===== config.mk =====
export PLATFORM = sky130hd
export DESIGN_NAME = datapath_controller
export DESIGN_NICKNAME = d
export VERILOG_FILES = /design/src/rtl/datapath_controller.sv
export SDC_FILE = /design/constraint.sdc
export NUM_CORES = 1
export LEC_CHECK = 0
export ABC_AREA = 1
export CAP_MARGIN = 30
export CORE_ASPECT_RATIO = 2
export CORE_UTILIZATION = 37
export DETAILED_ROUTE_END_ITERATION = 10
export MAX_ROUTING_LAYER = met4
export PLACE_DENSITY = 0.76
export SLEW_MARGIN = 0
export SYNTH_ARGS = -nofsm -noshare
export SYNTH_HDL_FRONTEND = slang
export SYNTH_SLANG_ARGS = --single-unit

===== constraint.sdc =====
create_clock -name clk -period 1.2 [get_ports clk]
set_clock_uncertainty 0.15 [all_clocks]
set_input_delay 0.24 -clock clk [delete_from_list [all_inputs] [get_ports clk]]
set_output_delay 0.24 -clock clk [all_outputs]
set_load 0.01 [all_outputs]

===== src/rtl/datapath_controller.sv =====
// Instruction-sequencing FSM for the 16-bit register/shifter/ALU datapath.
// Latches one instruction on s and steps the datapath strobes one micro-step per clock.
module datapath_controller #(
    parameter int DATA_W = 16
) (
    input  logic              clk,
    input  logic              rst_n,
    input  logic              s,
    input  logic [15:0]       instr,
    output logic              w,
    output logic              done,
    output logic              err,
    output logic [DATA_W-1:0] imm_out,
    output logic              vsel,
    output logic              write,
    output logic [2:0]        writenum,
    output logic [2:0]        readnum,
    output logic              loada,
    output logic              loadb,
    output logic              loadc,
    output logic              loads,
    output logic              asel,
    output logic              bsel,
    output logic [1:0]        shift,
    output logic [1:0]        ALUop
);

    typedef enum logic [2:0] {
        WAIT, DECODE, WR_IMM, GET_A, GET_B, COMPUTE, WR_REG
    } state_t;

    state_t      state, next_state;
    logic [15:0] instr_q;

    logic [2:0] opcode, rn, rd, rm;
    logic [1:0] op, sh;
    logic       is_mov_imm, is_mov_reg, is_alu3, is_mvn, is_cmp;

    function automatic logic signed [DATA_W-1:0] sign_extend(input logic [7:0] v);
        return {{(DATA_W-8){v[7]}}, v};
    endfunction

    assign opcode = instr_q[15:13];
    assign op     = instr_q[12:11];
    assign rn     = instr_q[10:8];
    assign rd     = instr_q[7:5];
    assign sh     = instr_q[4:3];
    assign rm     = instr_q[2:0];

    assign is_mov_imm = (opcode == 3'b110) && (op == 2'b10);
    assign is_mov_reg = (opcode == 3'b110) && (op == 2'b00);
    assign is_alu3    = (opcode == 3'b101) && (op != 2'b11);
    assign is_mvn     = (opcode == 3'b101) && (op == 2'b11);
    assign is_cmp     = (opcode == 3'b101) && (op == 2'b01);

    assign imm_out = sign_extend(instr_q[7:0]);
    // No instruction in this set takes the imm5 B operand.
    assign bsel    = 1'b0;

    always_ff @(posedge clk or negedge rst_n) begin
        if (!rst_n) begin
            state   <= WAIT;
            instr_q <= '0;
        end else begin
            state <= next_state;
            if (state == WAIT && s) instr_q <= instr;
        end
    end

    always_comb begin
        next_state = state;
        w          = 1'b0;
        done       = 1'b0;
        err        = 1'b0;
        vsel       = 1'b0;
        write      = 1'b0;
        writenum   = 3'd0;
        readnum    = 3'd0;
        loada      = 1'b0;
        loadb      = 1'b0;
        loadc      = 1'b0;
        loads      = 1'b0;
        asel       = 1'b0;
        shift      = 2'b00;
        ALUop      = 2'b00;
        case (state)
            WAIT: begin
                w = 1'b1;
                if (s) next_state = DECODE;
            end
            DECODE: begin
                if (is_mov_imm)               next_state = WR_IMM;
                else if (is_mov_reg || is_mvn) next_state = GET_B;
                else if (is_alu3)             next_state = GET_A;
                else begin
                    err        = 1'b1;
                    next_state = WAIT;
                end
            end
            WR_IMM: begin
                vsel       = 1'b1;
                writenum   = rn;
                write      = 1'b1;
                done       = 1'b1;
                next_state = WAIT;
            end
            GET_A: begin
                readnum    = rn;
                loada      = 1'b1;
                next_state = GET_B;
            end
            GET_B: begin
                readnum    = rm;
                loadb      = 1'b1;
                next_state = COMPUTE;
            end
            COMPUTE: begin
                shift = sh;
                if (is_mov_reg) begin
                    asel  = 1'b1;
                    ALUop = 2'b00;
                end else if (is_mvn) begin
                    asel  = 1'b1;
                    ALUop = 2'b11;
                end else begin
                    ALUop = op;
                end
                // CMP only updates the status flag, so it finishes here.
                if (is_cmp) begin
                    loads      = 1'b1;
                    done       = 1'b1;
                    next_state = WAIT;
                end else begin
                    loadc      = 1'b1;
                    next_state = WR_REG;
                end
            end
            WR_REG: begin
                writenum   = rd;
                write      = 1'b1;
                done       = 1'b1;
                next_state = WAIT;
            end
            default: next_state = WAIT;
        endcase
    end

endmodule


==> results.cfg <==
[outcome]
outcome = finished with violations
failed_checks = setup timing

[setup_path]
cp_slowest_stage_delay_ns = 0.44
worstPathArrival_ns = 1.40
critPathKind = flop to primary output
slowest_stage = dfrtp_2
cp_max_fo = 3
cp_cell_sequence = inv_2 > nand2_2 > nor2_4 > nand2_1 > nor2_2 > buf_2
cp-end-kind = primary output
cp_num_buf_inv = 2
start_kind = flop
cp_top_family = flip-flops
worstPathRequired_ns = 0.81

[placed_design]
gp_congestion = 0.8766
io_buffers = 54
place_hpwl_um = 2434

[die]
start_util_pct = 39.00
core_area_um2 = 3157
die_height_um = 83.58
fp.dieW_um = 42.79
ios = 56
die_area_um2 = 3576
rows = 29

[yosys]
ys_seq_elements = 19
seq_area_frac_synth_pct = 38.62
synth_nets = 183
yosys.area.top_type_share_pct = 38.62
ys_top_cells_by_area = dfrtp_1, nand2_1, buf_4
synth_area_leader_cell = dfrtp_1
yosysUniqueCellTypes = 20
avgSynthCellArea_um2 = 7.507
synth_cells = 164
synth.cell_area_um2 = 1231
ys_warn_count = 0

[grt]
grt_pass1_vias = 1526
grt-busiest-layer = met2
grt_antenna_before_repair = 0
use_met2_pct = 48.35
gr-total-overflow = 0
grt_pass1_wl_um = 7120
grt_max_degree = 20
use_met1_pct = 27.32
gr-usage-met3_pct = 3.680
grt_use_total_pct = 26.85

[cells_and_area]
nets = 293
layout-drive-gt1-share_pct = 65.57
post-route-util_pct = 80.78
seqCellArea_um2 = 481.7
multi_input_area_um2 = 730.7
diodes = 0
synthToLayoutAreaGrowth_pct = 107.1
fillers = 163

[flow_run]
maxCapViolCount = 0

[timing]
fin_crit_ns = 1.788
rsz0062_at_grt = yes
tns_ns = -17.52
finalHoldViolCount = 0
fin_crit_sh_pct = 149.0
setup_slack_ns = -0.5883
drv_slew = 0
fmax_mhz = 559.2
finalSetupViolations = 53

[drt]
vias = 1512
drtIter0Drc = 32
wl_per_cell_um = 15.30
drc = 0
post_drt_via_cell_ratio = 4.974
routed_wl_um = 4650
dr.pass1.iters = 5
final_antenna_net_count = 0

[pwr]
power_frac_comb_pct = 75.0
leakagePower_nw = 1.326
swShare_pct = 41.62
max-vdd-ir-drop_v = 0.001743
power_density_nw_per_um2 = 2734
sequentialPowerShare_pct = 18.5
p_sw_mw = 2.901
clkPwrFrac_pct = 6.5
power.internal_mw = 4.070

[clock_tree]
root_buffer = clkbuf_8
htreeDepth = 1
path_clk_slew_ns = 0.08
numCtsBuffers = 3
clockBufferDepth = 2
clkLatencyLatePin_ns = 0.26
ctsHoldBuffers = 0
clkSinkCount = 19
cts_tree = done

[worst_hold_path]
worst_hold_path_type = input port to asynchronous set/reset pin
-- final cells by class --
| type | count | area share, % |
|---|---|---|
| clock buffers | 3 | 1.619 |
| well taps | 31 | 1.521 |
| inverters | 18 | 3.140 |
| repair buffers | 125 | 45.98 |
| flip-flops and latches | 19 | 18.89 |
| clock inverters | 1 | 0.1963 |
| multi-input cells | 107 | 28.66 |
-- worst reg2reg max path: cells and delay by family (launching register included) --
| family | cells | cell delay (ns) |
|---|---|---|
| flip-flops | 1 | 0.40 |
| buffers and inverters | 5 | 0.61 |
| AND/OR/NAND/NOR | 4 | 0.36 |
-- metal layers --
layer	part of all wire (%)	up-vias
met2	59	64
met5	0	-
met1	34	717
met4	3.5	0
met3	3.2	16
li1	-	715
-- cells in the mapped netlist --
library cell  instances
nand3_2               1
nand2_8               1
nor2_4                2
buf_12                1
nor2_1               12
a21oi_1               3
buf_6                 1
nand2_4               1
inv_1                17
clkbuf_1              1
nand2_1              44
nand3_1              22
o22ai_1               1
conb_1                1
nor2_2                1
dfrtp_1              19
nand2_2              10
buf_4                18
o21ai_0               7
inv_6                 1
-- cell usage in the layout (no fill, tap or decap), drive strengths merged --
cell / netlist / final
a21oi: 3 / 3
buf: 20 / 106
bufbuf: 0 / 1
clkbuf: 1 / 3
clkdlybuf4s50: 0 / 18
clkinv: 0 / 1
conb: 1 / 1
dfrtp: 19 / 19
inv: 18 / 18
nand2: 56 / 57
nand3: 23 / 23
nor2: 15 / 15
o21ai: 7 / 7
o22ai: 1 / 1
-- cells by family after synthesis --
logic type | count (synthesis) | synth area share, %
flip-flops | 19 | 38.62
AND/OR/NAND/NOR | 94 | 36.79
AO/OA/AOI/OAI | 11 | 4.573
buffers and inverters | 39 | 19.72
other | 1 | 0.3046
-- path summary, 6_finish.rpt --
| path | startpoint | endpoint | slack (ns) | cells past startpoint |
|---|---|---|---|---|
| setup / recovery | state[2]$_DFFE_PN0P_ | err | -0.59 | 6 |
| hold / removal | rst_n | instr_q[7]$_DFFE_PN0P_ | 0.16 | 2 |
| setup reg to reg | state[1]$_DFFE_PN0P_ | instr_q[4]$_DFFE_PN0P_ | -0.38 | 9 |
| hold reg to reg | instr_q[2]$_DFFE_PN0P_ | instr_q[2]$_DFFE_PN0P_ | 0.39 | 2 |
| max in group asynchronous | rst_n | state[0]$_DFFE_PN0P_ | 0.58 | 2 |
| min in group clk | instr[11] | instr_q[11]$_DFFE_PN0P_ | 0.37 | 3 |
-- through the flow --
step                hold WS [ns]  power [mW]  setup WS [ns]  cell area [um2]  instances
floorplan                -0.2056       3.082        -0.1352             1276        164
global placement          0.3488       4.335        -0.6339             1951        260
detailed placement        0.3674       4.403        -0.6588             1951        260
CTS                       0.1687       6.197        -0.5460             2342        296
global route              0.1835       7.370        -0.6417             2550        304
finish                    0.1618       6.971        -0.5883             2550        304
-- power groups by stage --
stage	registers, mW	logic, mW	clock network (mW)
floorplan	1.26	1.82	0
global placement	1.27	3.07	0
detailed placement	1.28	3.12	0
CTS	1.24	4.50	0.453
global route	1.32	5.55	0.501
finish	1.29	5.23	0.453
-- registers in the layout, indices dropped and copies added (netlist names) --
signal and flops:
instr_q 16, state 3
-- repair_timing --
item,in CTS,in global routing
resized for setup,203,42
gates cloned,2,0
buffers inserted,33,16
endpoints found under the setup margin,55,55
pin swaps,8,13
Note: power is estimated with default switching activity, not from simulation.
